===== src/rtl/pipeline_hazard_ctrl_pkg.sv =====
// Shared definitions for the pipeline hazard controller.
//   hz_state_e : controller FSM state encoding (visible on hz_state)
//   hz_event_e : the single highest-priority event decoded each cycle
//   CNT_W_DEFAULT : default width of the performance counters
package pipeline_hazard_ctrl_pkg;

  localparam int unsigned CNT_W_DEFAULT = 16;

  typedef enum logic [1:0] {
    RUN        = 2'd0,
    LOAD_STALL = 2'd1,
    FLUSH      = 2'd2,
    MEM_WAIT   = 2'd3
  } hz_state_e;

  typedef enum logic [2:0] {
    EV_NONE      = 3'd0,
    EV_IMEM_WAIT = 3'd1,
    EV_LOAD_USE  = 3'd2,
    EV_REDIRECT  = 3'd3,
    EV_MEM_BUSY  = 3'd4
  } hz_event_e;

endpackage


===== src/rtl/pipeline_hazard_ctrl_cnt.sv =====
// hazard_cnt: saturating up-counter with synchronous clear.
//   clk   : clock
//   rst   : synchronous active-high reset, count -> 0
//   clr   : synchronous clear, wins over inc
//   inc   : count up by one, holding at all-ones
//   count : current value
module hazard_cnt #(
  parameter int unsigned W = 16
) (
  input  logic         clk,
  input  logic         rst,
  input  logic         clr,
  input  logic         inc,
  output logic [W-1:0] count
);

  logic [W-1:0] count_q;
  logic [W-1:0] count_d;

  always_comb begin
    count_d = count_q;
    if (clr) begin
      count_d = '0;
    end else if (inc && (count_q != '1)) begin
      count_d = count_q + W'(1);
    end
  end

  always_ff @(posedge clk) begin
    if (rst) begin
      count_q <= '0;
    end else begin
      count_q <= count_d;
    end
  end

  assign count = count_q;

endmodule


===== src/rtl/pipeline_hazard_ctrl.sv =====
// pipeline_hazard_ctrl: stall/flush controller for a 5-stage in-order pipeline.
// Decodes the highest-priority hazard each cycle and drives pipeline-register
// write enables and bubble-insert controls combinationally, so a hazard acts
// in the cycle it is detected.
//   clk_HZD, rst_HZD           : clock, synchronous active-high reset
//   ID_* / EX_*                : operand/destination info of the ID and EX instrs
//   EX_redirect                : taken control transfer resolved in EX
//   imem_ready, dmem_busy      : memory handshakes
//   cnt_clr                    : clears both performance counters
//   en_*                       : pipeline-register write enables
//   NOP_IFID, NOP_IDEX         : bubble inserts (qualified by matching enable)
//   hz_state                   : current FSM state
//   stall_count, flush_count   : saturating performance counters
module pipeline_hazard_ctrl
  import pipeline_hazard_ctrl_pkg::*;
#(
  parameter int unsigned CNT_W   = CNT_W_DEFAULT,
  parameter bit          X0_FREE = 1'b1
) (
  input  logic             clk_HZD,
  input  logic             rst_HZD,
  input  logic [4:0]       ID_rs1,
  input  logic [4:0]       ID_rs2,
  input  logic             ID_use_rs1,
  input  logic             ID_use_rs2,
  input  logic             ID_valid,
  input  logic [4:0]       EX_rd,
  input  logic             EX_MemRead,
  input  logic             EX_valid,
  input  logic             EX_redirect,
  input  logic             imem_ready,
  input  logic             dmem_busy,
  input  logic             cnt_clr,
  output logic             en_PC,
  output logic             en_IFID,
  output logic             en_IDEX,
  output logic             en_EXMEM,
  output logic             en_MEMWB,
  output logic             NOP_IFID,
  output logic             NOP_IDEX,
  output logic [1:0]       hz_state,
  output logic [CNT_W-1:0] stall_count,
  output logic [CNT_W-1:0] flush_count
);

  hz_state_e state_q;
  hz_state_e state_d;
  hz_event_e ev;

  logic rs_match;
  logic rd_ok;
  logic load_use;
  logic lu_mask;

  assign rs_match = (ID_use_rs1 && (ID_rs1 == EX_rd)) ||
                    (ID_use_rs2 && (ID_rs2 == EX_rd));
  assign rd_ok    = !X0_FREE || (EX_rd != 5'd0);
  assign load_use = EX_valid && EX_MemRead && ID_valid && rs_match && rd_ok;

  // The cycle after a load stall or a flush, the ID instruction is either the
  // one just resolved or a bubble, so re-detecting would double-stall.
  assign lu_mask  = (state_q == LOAD_STALL) || (state_q == FLUSH);

  always_comb begin
    ev = EV_NONE;
    if (dmem_busy) begin
      ev = EV_MEM_BUSY;
    end else if (EX_redirect) begin
      ev = EV_REDIRECT;
    end else if (load_use && !lu_mask) begin
      ev = EV_LOAD_USE;
    end else if (!imem_ready) begin
      ev = EV_IMEM_WAIT;
    end
  end

  // State register
  always_ff @(posedge clk_HZD) begin
    if (rst_HZD) begin
      state_q <= RUN;
    end else begin
      state_q <= state_d;
    end
  end

  // Next state
  always_comb begin
    state_d = state_q;
    unique case (ev)
      EV_MEM_BUSY:  state_d = MEM_WAIT;
      EV_REDIRECT:  state_d = FLUSH;
      EV_LOAD_USE:  state_d = LOAD_STALL;
      // Fetch wait holds the state, except MEM_WAIT which is resolved
      // as if from RUN once the data access completes.
      EV_IMEM_WAIT: state_d = (state_q == MEM_WAIT) ? RUN : state_q;
      default:      state_d = RUN;
    endcase
  end

  // Outputs; reset forces the pass-through pattern so every pipeline
  // register sees its own reset and no bubble lingers.
  always_comb begin
    en_PC    = 1'b1;
    en_IFID  = 1'b1;
    en_IDEX  = 1'b1;
    en_EXMEM = 1'b1;
    en_MEMWB = 1'b1;
    NOP_IFID = 1'b0;
    NOP_IDEX = 1'b0;
    if (!rst_HZD) begin
      unique case (ev)
        EV_MEM_BUSY: begin
          en_PC    = 1'b0;
          en_IFID  = 1'b0;
          en_IDEX  = 1'b0;
          en_EXMEM = 1'b0;
          en_MEMWB = 1'b0;
        end
        EV_REDIRECT: begin
          NOP_IFID = 1'b1;
          NOP_IDEX = 1'b1;
        end
        EV_LOAD_USE: begin
          en_PC    = 1'b0;
          en_IFID  = 1'b0;
          NOP_IDEX = 1'b1;
        end
        EV_IMEM_WAIT: begin
          en_PC    = 1'b0;
          NOP_IFID = 1'b1;
        end
        default: ;
      endcase
    end
  end

  assign hz_state = state_q;

  hazard_cnt #(.W(CNT_W)) u_stall_cnt (
    .clk   (clk_HZD),
    .rst   (rst_HZD),
    .clr   (cnt_clr),
    .inc   (!en_PC),
    .count (stall_count)
  );

  hazard_cnt #(.W(CNT_W)) u_flush_cnt (
    .clk   (clk_HZD),
    .rst   (rst_HZD),
    .clr   (cnt_clr),
    .inc   ((ev == EV_REDIRECT) && !rst_HZD),
    .count (flush_count)
  );

endmodule


===== config.mk =====
export PLATFORM = sky130hd
export DESIGN_NAME = pipeline_hazard_ctrl
export DESIGN_NICKNAME = d
export VERILOG_FILES = /design/src/rtl/pipeline_hazard_ctrl_pkg.sv /design/src/rtl/pipeline_hazard_ctrl_cnt.sv /design/src/rtl/pipeline_hazard_ctrl.sv
export SDC_FILE = /design/constraint.sdc
export NUM_CORES = 1
export LEC_CHECK = 0
export CAP_MARGIN = 20
export CORE_MARGIN = 1
export CORE_UTILIZATION = 47
export DETAILED_ROUTE_END_ITERATION = 8
export PLACE_DENSITY = 0.9
export SLEW_MARGIN = 5
export SYNTH_ARGS = -nofsm -noshare
export SYNTH_HDL_FRONTEND = slang
export SYNTH_SLANG_ARGS = --single-unit

===== constraint.sdc =====
create_clock -name clk_HZD -period 3.1 [get_ports clk_HZD]
set_input_delay 0.465 -clock clk_HZD [delete_from_list [all_inputs] [get_ports clk_HZD]]
set_output_delay 0.465 -clock clk_HZD [all_outputs]
set_load 0.02 [all_outputs]

* After elaboration in Yosys (flattened, before gate mapping)
Index checks and enable logic that the tools add are counted.
Widths: inputs -> output; s select.
** Word-level totals
- Input bits :: 26
- Output and inout bits :: 41
- Register bits after elaboration :: 34
** Operators by class
- Mux-type cells :: 16
- Reduce and logical (&&, ||, !) cells :: 21
- Equal/unequal tests :: 12
- Add/subtract/negate cells :: 2
** Operators by type and width (number)
- $add 16x1->16 const B :: 2
- $ne 16x16->1 const B :: 2
- $mux 1 :: 11
- $eq 5x5->1 :: 2
- $logic_and 1x1->1 :: 10
- $pmux 2 s4 :: 1
- $reduce_or 2->1 :: 4
- $eq 3x2->1 const B :: 2
- $mux 2 :: 3
- $reduce_bool 5->1 :: 1
- $eq 2x2->1 const B :: 2
- $eq 3x1->1 const B :: 1
- $eq 3x3->1 const B :: 1
- $logic_not 1->1 :: 3
- $mux 3 :: 1
- $reduce_or 3->1 :: 1
- $eq 2x1->1 const B :: 1
- $logic_or 1x1->1 :: 2
- $ne 2x2->1 const B :: 1

* Logic depth before layout (Yosys ltp)
Gate-level depths: netlist of the first run.
- Depth after elaboration :: 15
- Depth in mapped cells :: 9

* By module
Synthesis of the first run repeated with hierarchy kept, for this count alone.
** Second synthesis, totals
- Cells, all modules :: 250
- Area total of the unflattened synthesis :: 2190.9 um2
** Modules (own cells, without submodules)
- hazard_cnt :: instances 2, cells each 102, area an instance 917.1 um2
- pipeline_hazard_ctrl :: instances 1, cells each 46, area an instance 356.6 um2

* Worst setup path after synthesis of the first run
Ideal clock, no wire load.
- Path type :: in2out
- From :: input EX_rd[1]
- To :: output en_PC
- Stages on the path :: 6
- Required time :: 2.635 ns
- Arrival :: 1.874 ns
- Slack :: 0.761 ns
- Cell sequence :: or4_4 > o21ai_2 > nor2_1 > a221o_1 > buf_6 > nand2b_1
** On the way
- Word-level cells in the longest chain between the ends :: 13
- Elaborated cells on any way between the ends :: 18
- Those cells by class :: eq/ne: 5; mux: 5; reduce/logical: 8
** Ends and longest elaborated chain
- start: declaration :: line pipeline_hazard_ctrl.sv:27 : input logic [4:0] EX_rd,
- $eq 5x5->1 (on tied branches) :: line pipeline_hazard_ctrl.sv:55, pipeline_hazard_ctrl.sv:56
- $logic_and 1x1->1 (on tied branches) :: line pipeline_hazard_ctrl.sv:55, pipeline_hazard_ctrl.sv:56
- $logic_or 1x1->1 :: line pipeline_hazard_ctrl.sv:55 : assign rs_match = (ID_use_rs1 && (ID_rs1 == EX_rd)) ||
- $logic_and 1x1->1 :: line pipeline_hazard_ctrl.sv:58 : assign load_use = EX_valid && EX_MemRead && ID_valid && rs_match && rd_ok;
- $logic_and 1x1->1 * :: line pipeline_hazard_ctrl.sv:58
- $logic_and 1x1->1 * :: line pipeline_hazard_ctrl.sv:70 : end else if (load_use && !lu_mask) begin
- $mux 2 * :: line pipeline_hazard_ctrl.sv:70
- $mux 2 * :: line pipeline_hazard_ctrl.sv:68 : end else if (EX_redirect) begin
- $mux 3 * :: line pipeline_hazard_ctrl.sv:66 : if (dmem_busy) begin
- $eq 3x2->1, or another cell as far along :: line pipeline_hazard_ctrl.sv:111 : unique case (ev)
- $reduce_or 3->1 (no source line) *
- $mux 1 * :: line pipeline_hazard_ctrl.sv:111
- $mux 1 * :: line pipeline_hazard_ctrl.sv:110 : if (!rst_HZD) begin
- end: declaration :: line pipeline_hazard_ctrl.sv:34 : output logic en_PC,
Mark *: on every way between the ends. The rest lies on a longest branch, timed or not.

* Final worst setup path of the first run
- From :: input EX_rd[3]
- To :: output en_IFID
** On the way
- Word-level cells in the longest chain between the ends :: 13
- Elaborated cells on any way between the ends :: 17
- Those cells by class :: eq/ne: 4; mux: 5; reduce/logical: 8
** Ends and longest elaborated chain
- $eq 5x5->1 (on tied branches) :: line pipeline_hazard_ctrl.sv:55, pipeline_hazard_ctrl.sv:56
- $logic_and 1x1->1 (on tied branches) :: line pipeline_hazard_ctrl.sv:55, pipeline_hazard_ctrl.sv:56
- $logic_or 1x1->1 :: line pipeline_hazard_ctrl.sv:55
- $logic_and 1x1->1 :: line pipeline_hazard_ctrl.sv:58
- $logic_and 1x1->1 * :: line pipeline_hazard_ctrl.sv:58
- $logic_and 1x1->1 * :: line pipeline_hazard_ctrl.sv:70
- $mux 2 * :: line pipeline_hazard_ctrl.sv:70
- $mux 2 * :: line pipeline_hazard_ctrl.sv:68
- $mux 3 * :: line pipeline_hazard_ctrl.sv:66
- $eq 3x2->1 / $eq 3x3->1 (equally long branches) :: line pipeline_hazard_ctrl.sv:111
- $reduce_or 2->1 (no source line) *
- $mux 1 * :: line pipeline_hazard_ctrl.sv:111
- $mux 1 * :: line pipeline_hazard_ctrl.sv:110
- end: declaration :: line pipeline_hazard_ctrl.sv:35 : output logic en_IFID,
Marks and branches as above.

==> qor.csv, run 1 <==
metric,value,unit
status,"complete, no violations",
critPathTopFamily,buffers and inverters,
synth_cell_types,38,
post-route-min-period,3.03,ns
cts_inserted_buffers,5,
drc,0,
die-area,4070,µm²
synthCells,214,
crit_path_max_incr_delay,0.55,ns
ys_seq_elements,34,
grt_usage,23.4,%
antenna_found_initial,0,
syn_area,1800,µm²
h-tree-depth,2,
powerDensity,345,nW/µm²
initialDrtViolationCount,87,
dpl.hpwl,3440,µm
routedWlPerCell,13.7,µm
place_congestion,0.873,
clk_latency,0.28,ns
synth.area.top_cells,"dfxtp_1, xor2_1, nor2_1",
synth_edf_count,0,
layout_setup_ws,0.0721,ns
routed-wl-met3,221,µm
yosysWarnings,0,
worstMarginPinSlew,0.587,ns
slew_violations,0,
leakage,0.929,nW
route.vias.total,1761,
hold_class,reg2reg,
vias_per_cell,5.29,
required,2.63,ns
slew_headroom,60.7,%
num_rows,22,
hold_violations,0,
yosysTopAreaCell,dfxtp_1,
slowest_stage,clkdlybuf4s50_1,
ctsRootBufferMaster,clkbuf_8,
max_freq,0.330,GHz
cts_hold_buf,0,
seqCellArea,681,µm²
syn_area_per_cell,8.39,µm²
place_ws,-0.0504,ns
drv_cap,0,
post-route-util,71.4,%
clock_path_buffers,2,
dr.max_layer_used,met4,
n_antenna_cell,0,
finalInstanceArea,2610,µm²
synth-main-ff-cell,dfxtp_1,
synth_nets,243,
ir_drop,0.000245,V
critPathMaxFanout,3,
totalWireLength,4580,µm
wl_met2,2340,µm
grt-ovfl-total,0,
tritoncts,yes,
ys_seq_area_share,37.9,%
grt_pass1_vias,1676,
io_buffers,66,
synthDominantCellAreaShare,37.9,%
dieHeight,63.8,µm
clkTransAtPathRegs,0.07,ns
synthArstFlopShare,0,%
multi_input_comb_area,1050,µm²
clock_sinks,34,
grt_max_degree,32,
core,3660,µm²
p_total,0.902,mW
drive_above_1_share,9.47,%
finClkSkew,0.00230,ns
cp-end-kind,output pin,
crit_buf_inv,3,
crit_top_cell,clkdlybuf4s50_1,
die_x,63.8,µm
finalCritPeriodShare,97.7,%
placed_area,2510,µm²
cp_cell_sequence,clkdlybuf4s50_1 > buf_4 > xnor2_1 > nand4_1 > o22ai_2 > a21oi_1 > or2_2 > clkdlybuf4s50_1,
crit_type,in2out,
fillerInstances,297,
syn2layout_area_growth,45.5,%
ios,67,
grt_pass1_wl,7480,µm
nets,313,
wl_met1,1970,µm
yosysMostFrequentCell,nor2_1,
worst_setup_path_start_kind,primary input,
drt.antenna.violating_nets,0,
synthTopCellsByCount,"nor2_1, dfxtp_1, xor2_1",
setup_violations,0,
worstPathArrival,2.56,ns
start_util,49.0,%
dr.pass1.iters,4,
kinds of logic (layout without fill, tap and decap cells):
| kind of cell | count (synthesis) | count (layout) | share of synthesized area [%] |
|---|---|---|---|
| AND/OR/NAND/NOR | 106 | 106 | 30.9 |
| XOR/XNOR | 35 | 35 | 17.1 |
| flip-flops | 34 | 34 | 37.9 |
| AO/OA/AOI/OAI | 22 | 22 | 8.22 |
| buffers and inverters | 14 | 85 | 3.83 |
| adder cells (fa/ha/maj) | 3 | 3 | 2.09 |
layout make-up:
class	count	share of cell area [%]
inverter	4	0.575
multi-input combinational	166	40.3
clock inverter	1	0.192
tap	48	2.30
sequential	34	26.1
timing repair buffer	73	27.3
clock buffer	7	3.30
state kept, by name, indices dropped and copies added (netlist names):
register / count
u_stall_cnt.count: 16
hz_state: 2
u_flush_cnt.count: 16
worst reg2reg max path: cells and delay by family (launching register included):
kind / cells / cell delay [ns]
and+or+nand+nor: 6 / 1.42
DFF: 1 / 0.37
AOI/OAI and AO/OA: 1 / 0.52
timing repair:
item	in CTS	in global routing
setup buffers	0	0
resized for setup	2	2
endpoints found under the setup margin	2	2
metal layers:
metal / vias up / GRT usage, %
met4: 0 / 10.2
met5: - / 0
met2: 60 / 40.8
met1: 820 / 27.8
li1: 875 / -
met3: 6 / 4.29
power by group:
group	internal, mW	leakage [nW]	switching [mW]
Sequential	0.439	0.275	0.00272
Combinational	0.0640	0.606	0.0583
Clock	0.179	0.0482	0.158
Total	0.683	0.929	0.219
placed cells by master (no fill, tap or decap), drive strengths merged:
cell type / instances
clkdlybuf4s50: 63
and2: 2
and4b: 1
or4: 2
o31ai: 1
a31oi: 1
nor2: 36
dlygate4sd2: 2
o211ai: 1
a311oi: 1
or2: 2
nand2: 18
dlymetal6s2s: 1
a221o: 1
xnor2: 14
buf: 7
nand3: 15
or3: 4
and4: 5
a211oi: 1
o31a: 1
inv: 4
clkbuf: 7
o21ai: 5
nand4: 11
and3: 2
nand3b: 1
ha: 3
a21oi: 9
o22ai: 1
nor3: 4
xor2: 21
dfxtp: 34
nand2b: 3
clkinv: 1
final timing paths:
check	from	to	slack [ns]	depth (start not counted)
worst max-delay path	EX_rd[3]	en_IFID	0.07	8
worst min-delay path	u_flush_cnt.count[1]	u_flush_cnt.count[1]	0.50	2
worst max register to register	u_stall_cnt.count[7]	u_stall_cnt.count[12]	0.76	7
worst min register to register	u_flush_cnt.count[1]	u_flush_cnt.count[1]	0.50	2
stage by stage:
step	hold slack, ns	instances	setup TNS, ns
after floorplan	0.559	214	0
after global placement	0.483	325	0
after detailed placement	0.488	325	-0.0580
after CTS	0.501	333	0
after global routing	0.532	333	-0.00830
final	0.501	333	0
(Power assumes the default switching activity.)
==> run 2: changes to the inputs <==
==> constraint.sdc (replaced) <==
create_clock -name clk_HZD -period 3.1 [get_ports clk_HZD]
set_input_delay 0.31 -clock clk_HZD [delete_from_list [all_inputs] [get_ports clk_HZD]]
set_output_delay 0.31 -clock clk_HZD [all_outputs]
set_load 0.02 [all_outputs]
==> run 2 against run 1 <==
Fmax rose by 3.9%. Core utilization down 1.6 points. Total power is 4.6% lower. Register-to-register slack improved by 0.06 ns. Sequential power about the same. Non-clock buffer count down 5. Critical endpoint is now en_PC. Largest cell class unchanged. Sequential cell count did not move. Highest routed layer unchanged. Die area did not move. Hold slack improved by 0.0025 ns. Setup slack better by 0.11 ns. Critical path type unchanged.
==> qor.csv, run 2 (synthesis results as in run 1) <==
metric,value,unit
critPathMaxFanout,3,
ctsRootBufferMaster,clkbuf_8,
slowest_stage,clkdlybuf4s50_1,
slew_headroom,60.0,%
ir_drop,0.000329,V
routedWlPerCell,12.8,µm
crit_path_start,EX_rd[1],
finalNonFillerCells,327,
route.vias.total,1724,
core,3660,µm²
min_from,u_flush_cnt.count[1],
required,2.79,ns
max_freq,0.343,GHz
drc,0,
n_antenna_cell,0,
grt_max_degree,33,
finalInstanceArea,2550,µm²
rsz0062_at_grt,no,
cp_cell_sequence,clkdlybuf4s50_1 > or4_4 > o21ai_2 > nor2_1 > a221o_1 > nand2b_1 > clkdlybuf4s50_1,
hold_violations,0,
grt_pass1_vias,1569,
drv_cap,0,
final_common_cell,clkdlybuf4s50_1,
status,"complete, no violations",
worstPathArrival,2.60,ns
worstMarginPinSlew,0.600,ns
io_buffers,66,
dieHeight,63.8,µm
crit_top_cell,clkdlybuf4s50_1,
p_total,0.860,mW
nets,308,
dpl.hpwl,3180,µm
clk_latency,0.28,ns
finalCritPeriodShare,94.0,%
cts_hold_buf,0,
antenna_found_initial,0,
dr.pass1.iters,4,
grt_pass1_wl,7040,µm
finClkSkew,0.00378,ns
die-area,4070,µm²
hold_class,reg2reg,
place_ws,0.186,ns
powerDensity,337,nW/µm²
fin_setup_tns,0,ns
clock_path_buffers,2,
place_inst,320,
holdWs,0.503,ns
drive_above_1_share,6.81,%
placed_area,2480,µm²
initialDrtViolationCount,87,
syn2layout_area_growth,42.2,%
setup_violations,0,
num_rows,22,
cts.repair.resized,0,
crit_type,in2out,
slew_violations,0,
worst_setup_path_start_kind,primary input,
final_cell_mix,"clkdlybuf4s50_1, nor2_1, dfxtp_1, xor2_1, nand2_1",
r2r_setup_slack,0.82,ns
grt_usage,22.2,%
r2r-start,u_stall_cnt.count[9],
cts_inserted_buffers,5,
post-route-min-period,2.91,ns
tritoncts,yes,
clock_sinks,34,
clkTransAtPathRegs,0.06,ns
die_x,63.8,µm
start_util,49.0,%
h-tree-depth,2,
crit_path_max_incr_delay,0.59,ns
drt.antenna.violating_nets,0,
grt-ovfl-total,0,
post_cts_buffers,0,
cp-end-kind,output pin,
place_congestion,0.835,
layout_setup_ws,0.185,ns
totalWireLength,4180,µm
leakage,0.876,nW
vias_per_cell,5.27,
post-route-util,69.8,%
ios,67,
run 2: routing by layer:
metal / routed length [µm] / GRT usage [%]
met5: 0 / 0
met4: 109 / 11.6
met3: 166 / 5.00
met2: 2040 / 38.0
met1: 1870 / 25.5
run 2: path summary, 6_finish.rpt:
path / cells after the start / end
worst max-delay path: 7 / en_PC
worst min-delay path: 2 / u_flush_cnt.count[1]
worst max register to register: 7 / u_stall_cnt.count[12]
worst min register to register: 2 / u_flush_cnt.count[1]
run 2: cell type report:
cell class	instances	area (µm²)
fillers	321	1110
multi-input cells	166	1050
flip-flops and latches	34	681
repair buffers	68	676
clock buffers	7	76.3
well taps	48	60.1
inverters	4	15.0
run 2: worst max-delay path: cells and delay by family:
family | cells | cell delay [ns]
buf+inv | 2 | 1.08
simple gates | 3 | 0.72
compound gates | 2 | 0.49
run 2: power by group:
part	total (mW)	internal [mW]	leakage [nW]	switching [mW]
registers	0.442	0.440	0.275	0.00269
logic	0.115	0.0613	0.563	0.0541
clock network	0.303	0.154	0.0383	0.148
total	0.860	0.655	0.876	0.205
